===== config.mk =====
export PLATFORM = sky130hd
export DESIGN_NAME = gpio_arbiter_flat
export DESIGN_NICKNAME = d
export VERILOG_FILES = /design/src/rtl/gpio_arbiter_if.sv /design/src/rtl/gpio_arbiter.sv /design/src/flat_wrapper.sv
export SDC_FILE = /design/constraint.sdc
export NUM_CORES = 1
export LEC_CHECK = 0
export BUFFER_PORTS_ARGS = -buffer_cell sky130_fd_sc_hd__buf_2
export CORE_ASPECT_RATIO = 1.4
export CORE_MARGIN = 8
export CORE_UTILIZATION = 40
export CTS_CLUSTER_DIAMETER = 200
export CTS_CLUSTER_SIZE = 20
export DETAILED_ROUTE_END_ITERATION = 6
export PLACE_DENSITY_LB_ADDON = 0.1
export SYNTH_ARGS = -nofsm -noshare
export SYNTH_HDL_FRONTEND = slang
export SYNTH_SLANG_ARGS = --single-unit

===== constraint.sdc =====
create_clock -name clk -period 2.5 [get_ports clk]
set_input_delay 0.25 -clock clk [delete_from_list [all_inputs] [get_ports clk]]
set_output_delay 0.25 -clock clk [all_outputs]
set_load 0.03 [all_outputs]

===== src/rtl/gpio_arbiter_if.sv =====
// Bus bundle shared by the two masters, the arbiter and the GPIO block.
// The arbiter uses the slave view; the master side (masters + GPIO block) uses master.
interface gpio_arbiter_if #(
    parameter int DW = 32,
    parameter int AW = 2
);
    logic          req0;
    logic          req1;
    logic          we0;
    logic          we1;
    logic [AW-1:0] a0;
    logic [AW-1:0] a1;
    logic [DW-1:0] wd0;
    logic [DW-1:0] wd1;
    logic          done0;
    logic          done1;
    logic [DW-1:0] rd0;
    logic [DW-1:0] rd1;
    logic          err1;
    logic          gpio_we;
    logic [AW-1:0] gpio_a;
    logic [DW-1:0] gpio_wd;
    logic [DW-1:0] gpio_rd;

    modport slave (
        input  req0, req1, we0, we1, a0, a1, wd0, wd1, gpio_rd,
        output done0, done1, rd0, rd1, err1, gpio_we, gpio_a, gpio_wd
    );

    modport master (
        output req0, req1, we0, we1, a0, a1, wd0, wd1, gpio_rd,
        input  done0, done1, rd0, rd1, err1, gpio_we, gpio_a, gpio_wd
    );
endinterface


===== src/rtl/gpio_arbiter.sv =====
// Two-master round-robin arbiter in front of the GPIO register port.
// Define GPIO_ARB_WPROT_EN to block master 1 writes to gpo1 and flag them on err1.
//
// state | meaning
// IDLE  | no transaction in flight, arbitrating
// SERVE | latched command driven onto the GPIO port, read data captured
// RESP  | done strobe to served master, re-arbitrating with its req masked
module gpio_arbiter #(
    parameter int DW = 32,
    parameter int AW = 2
) (
    input logic          clk,
    input logic          rst,
    gpio_arbiter_if.slave bus
);

    typedef enum logic [1:0] {
        IDLE  = 2'd0,
        SERVE = 2'd1,
        RESP  = 2'd2
    } state_t;

    state_t        state_q, state_d;
    logic          last_q, last_d;
    logic          id_q, id_d;
    logic          we_q, we_d;
    logic [AW-1:0] a_q, a_d;
    logic [DW-1:0] wd_q, wd_d;
    logic          done0_q, done0_d;
    logic          done1_q, done1_d;
    logic          err1_q, err1_d;
    logic [DW-1:0] rd0_q, rd0_d;
    logic [DW-1:0] rd1_q, rd1_d;

    logic          r0, r1, grant, win, blocked;

`ifdef GPIO_ARB_WPROT_EN
    assign blocked = id_q && we_q && (a_q == AW'(2));
`else
    assign blocked = 1'b0;
`endif

    // The master just served still holds req during RESP, so it is masked there.
    always_comb begin
        r0    = bus.req0 && !((state_q == RESP) && !id_q);
        r1    = bus.req1 && !((state_q == RESP) && id_q);
        grant = r0 || r1;
        win   = (r0 && r1) ? ~last_q : r1;
    end

    always_comb begin
        state_d = state_q;
        last_d  = last_q;
        id_d    = id_q;
        we_d    = we_q;
        a_d     = a_q;
        wd_d    = wd_q;
        done0_d = 1'b0;
        done1_d = 1'b0;
        err1_d  = 1'b0;
        rd0_d   = rd0_q;
        rd1_d   = rd1_q;
        case (state_q)
            IDLE, RESP: begin
                if (grant) begin
                    state_d = SERVE;
                    id_d    = win;
                    we_d    = win ? bus.we1 : bus.we0;
                    a_d     = win ? bus.a1  : bus.a0;
                    wd_d    = win ? bus.wd1 : bus.wd0;
                end else begin
                    state_d = IDLE;
                end
            end
            SERVE: begin
                state_d = RESP;
                last_d  = id_q;
                err1_d  = blocked;
                if (id_q) begin
                    done1_d = 1'b1;
                    if (!we_q) rd1_d = bus.gpio_rd;
                end else begin
                    done0_d = 1'b1;
                    if (!we_q) rd0_d = bus.gpio_rd;
                end
            end
            default: state_d = IDLE;
        endcase
    end

    always_ff @(posedge clk or negedge rst) begin
        if (!rst) begin
            state_q <= IDLE;
            last_q  <= 1'b1;
            id_q    <= 1'b0;
            we_q    <= 1'b0;
            a_q     <= '0;
            wd_q    <= '0;
            done0_q <= 1'b0;
            done1_q <= 1'b0;
            err1_q  <= 1'b0;
            rd0_q   <= '0;
            rd1_q   <= '0;
        end else begin
            state_q <= state_d;
            last_q  <= last_d;
            id_q    <= id_d;
            we_q    <= we_d;
            a_q     <= a_d;
            wd_q    <= wd_d;
            done0_q <= done0_d;
            done1_q <= done1_d;
            err1_q  <= err1_d;
            rd0_q   <= rd0_d;
            rd1_q   <= rd1_d;
        end
    end

    // Address/data only change at grant, so the latch doubles as the hold value.
    assign bus.gpio_we = (state_q == SERVE) && we_q && !blocked;
    assign bus.gpio_a  = a_q;
    assign bus.gpio_wd = wd_q;
    assign bus.done0   = done0_q;
    assign bus.done1   = done1_q;
    assign bus.rd0     = rd0_q;
    assign bus.rd1     = rd1_q;
    assign bus.err1    = err1_q;

endmodule

===== src/flat_wrapper.sv =====
// flat-port wrapper written by rule: the top's interface ports become plain ports
module gpio_arbiter_flat 
#(
    parameter int DW = 32,
    parameter int AW = 2
)
  (clk, rst, bus_req0, bus_req1, bus_we0, bus_we1, bus_a0, bus_a1, bus_wd0, bus_wd1, bus_gpio_rd, bus_done0, bus_done1, bus_rd0, bus_rd1, bus_err1, bus_gpio_we, bus_gpio_a, bus_gpio_wd);
  gpio_arbiter_if #(.DW(DW), .AW(AW)) bus_i ();
  input logic clk;
  input logic rst;
  input wire logic [$bits(bus_i.req0)-1:0] bus_req0;
  input wire logic [$bits(bus_i.req1)-1:0] bus_req1;
  input wire logic [$bits(bus_i.we0)-1:0] bus_we0;
  input wire logic [$bits(bus_i.we1)-1:0] bus_we1;
  input wire logic [$bits(bus_i.a0)-1:0] bus_a0;
  input wire logic [$bits(bus_i.a1)-1:0] bus_a1;
  input wire logic [$bits(bus_i.wd0)-1:0] bus_wd0;
  input wire logic [$bits(bus_i.wd1)-1:0] bus_wd1;
  input wire logic [$bits(bus_i.gpio_rd)-1:0] bus_gpio_rd;
  output wire logic [$bits(bus_i.done0)-1:0] bus_done0;
  output wire logic [$bits(bus_i.done1)-1:0] bus_done1;
  output wire logic [$bits(bus_i.rd0)-1:0] bus_rd0;
  output wire logic [$bits(bus_i.rd1)-1:0] bus_rd1;
  output wire logic [$bits(bus_i.err1)-1:0] bus_err1;
  output wire logic [$bits(bus_i.gpio_we)-1:0] bus_gpio_we;
  output wire logic [$bits(bus_i.gpio_a)-1:0] bus_gpio_a;
  output wire logic [$bits(bus_i.gpio_wd)-1:0] bus_gpio_wd;
  assign bus_i.req0 = bus_req0;
  assign bus_i.req1 = bus_req1;
  assign bus_i.we0 = bus_we0;
  assign bus_i.we1 = bus_we1;
  assign bus_i.a0 = bus_a0;
  assign bus_i.a1 = bus_a1;
  assign bus_i.wd0 = bus_wd0;
  assign bus_i.wd1 = bus_wd1;
  assign bus_i.gpio_rd = bus_gpio_rd;
  assign bus_done0 = bus_i.done0;
  assign bus_done1 = bus_i.done1;
  assign bus_rd0 = bus_i.rd0;
  assign bus_rd1 = bus_i.rd1;
  assign bus_err1 = bus_i.err1;
  assign bus_gpio_we = bus_i.gpio_we;
  assign bus_gpio_a = bus_i.gpio_a;
  assign bus_gpio_wd = bus_i.gpio_wd;
  gpio_arbiter #(.DW(DW), .AW(AW)) u_core (.clk(clk), .rst(rst), .bus(bus_i));
endmodule

==> results.toml <==
[status]
status = "complete, no violations"

[place]
hpwl_mm = 8.02
placedCellCount = 613
place_ws_ps = 654
place_congestion = 0.703
io_buffers = 206

[final_layout]
fin_util = 0.551
n_fill_cell = 949
drive_above_1_share = 0.730
antenna_cells = 0
area_delta_synth_final_pct = 35.6
final_common_cell = "buf_2"
final_cells = 629
mostFrequentLayoutCells = "205 x buf_2, 123 x mux2_2, 104 x dfrtp_1"
fin_nets = 590

[drt]
viasPerCell = 4.66
wl_per_cell_um = 16.6
wirelength_mm = 10.5
antenna_left = 0
first_pass_iters = 4
wl_met3_mm = 1.09
drt-met1-wl_mm = 4.24
vias = 2932
highest_layer = "met4"
drc = 0
wl_met2_mm = 5.02
initialDrtViolationCount = 51

[hold_path]
hold_path_class = "input port to flop"

[sta]
setup_violations = 0
maxSlewHeadroom = 0.596
period_needed_ps = 1840
final-max-slew-violation-count = 0
setup_tns_ps = 0
max_slew.worst_pin.slew_ps = 606
post-route-period-util = 0.737
max_freq_mhz = 542
finalHoldViolations = 0
hold_ws_ps = 142
worst_slack_ps = 656
rsz0062_at_grt = "no"
skew_ps = 7.10

[setup_path]
cp.arrival_ps = 2060
required_ps = 2720
path_delay_family = "multiplexers"
cp_max_fo = 35
cp-end-kind = "flop"
crit_type = "flop to flop"
cp_cell_sequence = "nor2b_1, o211ai_4, buf_12, mux2_2, mux2_2"
path_buf_inv = 1
startpoint_type = "flop"
slowest_stage = "dfrtp_1"
worst_path_largest_cell_delay_ps = 440
crit_top_cell = "mux2_2"

[power]
p_leak_uw = 0.00288
p_per_area_nw_per_um2 = 1520
vdd_drop_max_v = 0.000754

[grt]
grt_start_max_net_pins = 61
grt-ovfl-total = 0
grt_use_total = 0.142
antenna_found_initial = 0
grt_pass1_vias = 3237
grt_pass1_wl_mm = 16.7

[yosys]
async_reset_ff_frac = 1.00
ys_warn_count = 0
synth-main-ff-cell = "dfrtp_1"
synth_nets = 378
yosysSeqAreaShare = 0.601
synth_cells = 272
ys_ff_latch = 105
synth_edf_count = 0
netlist_area_um2 = 4370
syn_avg_cell_area_um2 = 16.1
ys_types = 22

[die]
num_rows = 45
start_util = 0.407
core_um2 = 10800
dieHeight_um = 140
die_x_um = 104
io-pin-count = 208
die-area_um2 = 14600

[clock_network]
clk_latency_ps = 340
clockBufferDepth = 2
htree_levels = 3
cts_inserted_buffers = 9
cts_tree = "done"
cts-root-buf = "clkbuf_16"
clk_pin_slew_ps = 70
cts_setup_buffers = 0
clkSinkCount = 105

[flow_run]
max_cap_violations = 0
==> through the flow <==
step / instance area (um^2) / power (uW)
6_report: 5930 / 9040
3_5_place_dp: 5580 / 7580
2_1_floorplan: 4370 / 6210
5_1_grt: 5930 / 9540
4_1_cts: 5930 / 9200
3_3_place_gp: 5580 / 7490
==> final timing paths <==
| check | startpoint | end | slack, ps | cells past startpoint |
|---|---|---|---|---|
| worst min register to register | u_core.bus.rd1[31] | u_core.bus.rd1[31] | 490 | 1 |
| min in group asynchronous | rst | u_core.bus.gpio_wd[20] | 460 | 2 |
| worst max-delay path | u_core.state_q[1] | u_core.bus.gpio_a[1] | 660 | 5 |
| worst min-delay path | bus_gpio_rd[4] | u_core.bus.rd0[4] | 140 | 2 |
| max in group asynchronous | rst | u_core.bus.gpio_wd[19] | 1300 | 3 |
| worst max register to register | u_core.state_q[1] | u_core.bus.gpio_a[1] | 660 | 5 |
==> kinds of logic after synthesis <==
family,Yosys count,synth area share
other,1,0.000858
multiplexers,134,0.344
AO/OA/AOI/OAI,5,0.0132
buffers and inverters,17,0.0275
AND/OR/NAND/NOR,10,0.0129
flip-flops,105,0.601
==> timing repair <==
item | 4_1_cts | 5_1_grt
endpoints found under the hold margin | 44 | 0
resized for setup | 0 | 0
hold buffers | 1 | 0
==> worst reg2reg max path, delay by kind of cell (launching register included) <==
family	cells	cell delay, ps
AOI/OAI and AO/OA	1	230
muxes	2	640
and+or+nand+nor	1	190
buffers and inverters	1	240
DFF	1	440
==> cell type report <==
type | count | area (um^2) | area share
clock buffers | 10 | 239 | 0.0403
inverters | 4 | 15.0 | 0.00253
repair buffers | 214 | 1120 | 0.189
well taps | 141 | 176 | 0.0298
flip-flops and latches | 105 | 2630 | 0.443
clock inverters | 5 | 104 | 0.0175
multi-input cells | 150 | 1640 | 0.277
==> power breakdown <==
| part | leakage [uW] | total, uW | switching, uW | internal (uW) |
|---|---|---|---|---|
| Combinational | 0.00147 | 4440 | 2740 | 1690 |
| Sequential | 0.00125 | 3010 | 434 | 2580 |
| Clock | 0.000169 | 1590 | 593 | 1000 |
| Total | 0.00288 | 9040 | 3770 | 5270 |
==> synthesized netlist by cell type (2+ instances only) <==
cell      instances  area (um^2)
inv_1             4         15.0
buf_6             6         67.6
mux2_2          123         1390
dfrtp_1         104         2600
buf_2             6         30.0
nor2_1            3         11.3
mux2i_1           2         20.0
nand2b_1          2         12.5
mux2_1            9          101
==> metal layers <==
layer	vias to the layer above	global-route usage
li1	1390	-
met1	1412	0.160
met2	123	0.232
met3	7	0.0675
met4	0	0.0482
met5	-	0
==> sequential cells by signal (all words and copies together), names as in the netlist <==
signal              count
u_core.bus.rd0         32
u_core.bus.gpio_a       2
u_core.id_q             1
u_core.bus.done0        1
u_core.last_q           1
u_core.bus.rd1         32
u_core.bus.done1        1
u_core.state_q          2
u_core.we_q             1
u_core.bus.gpio_wd     32
No activity file was read; power rests on OpenSTA's default activity.
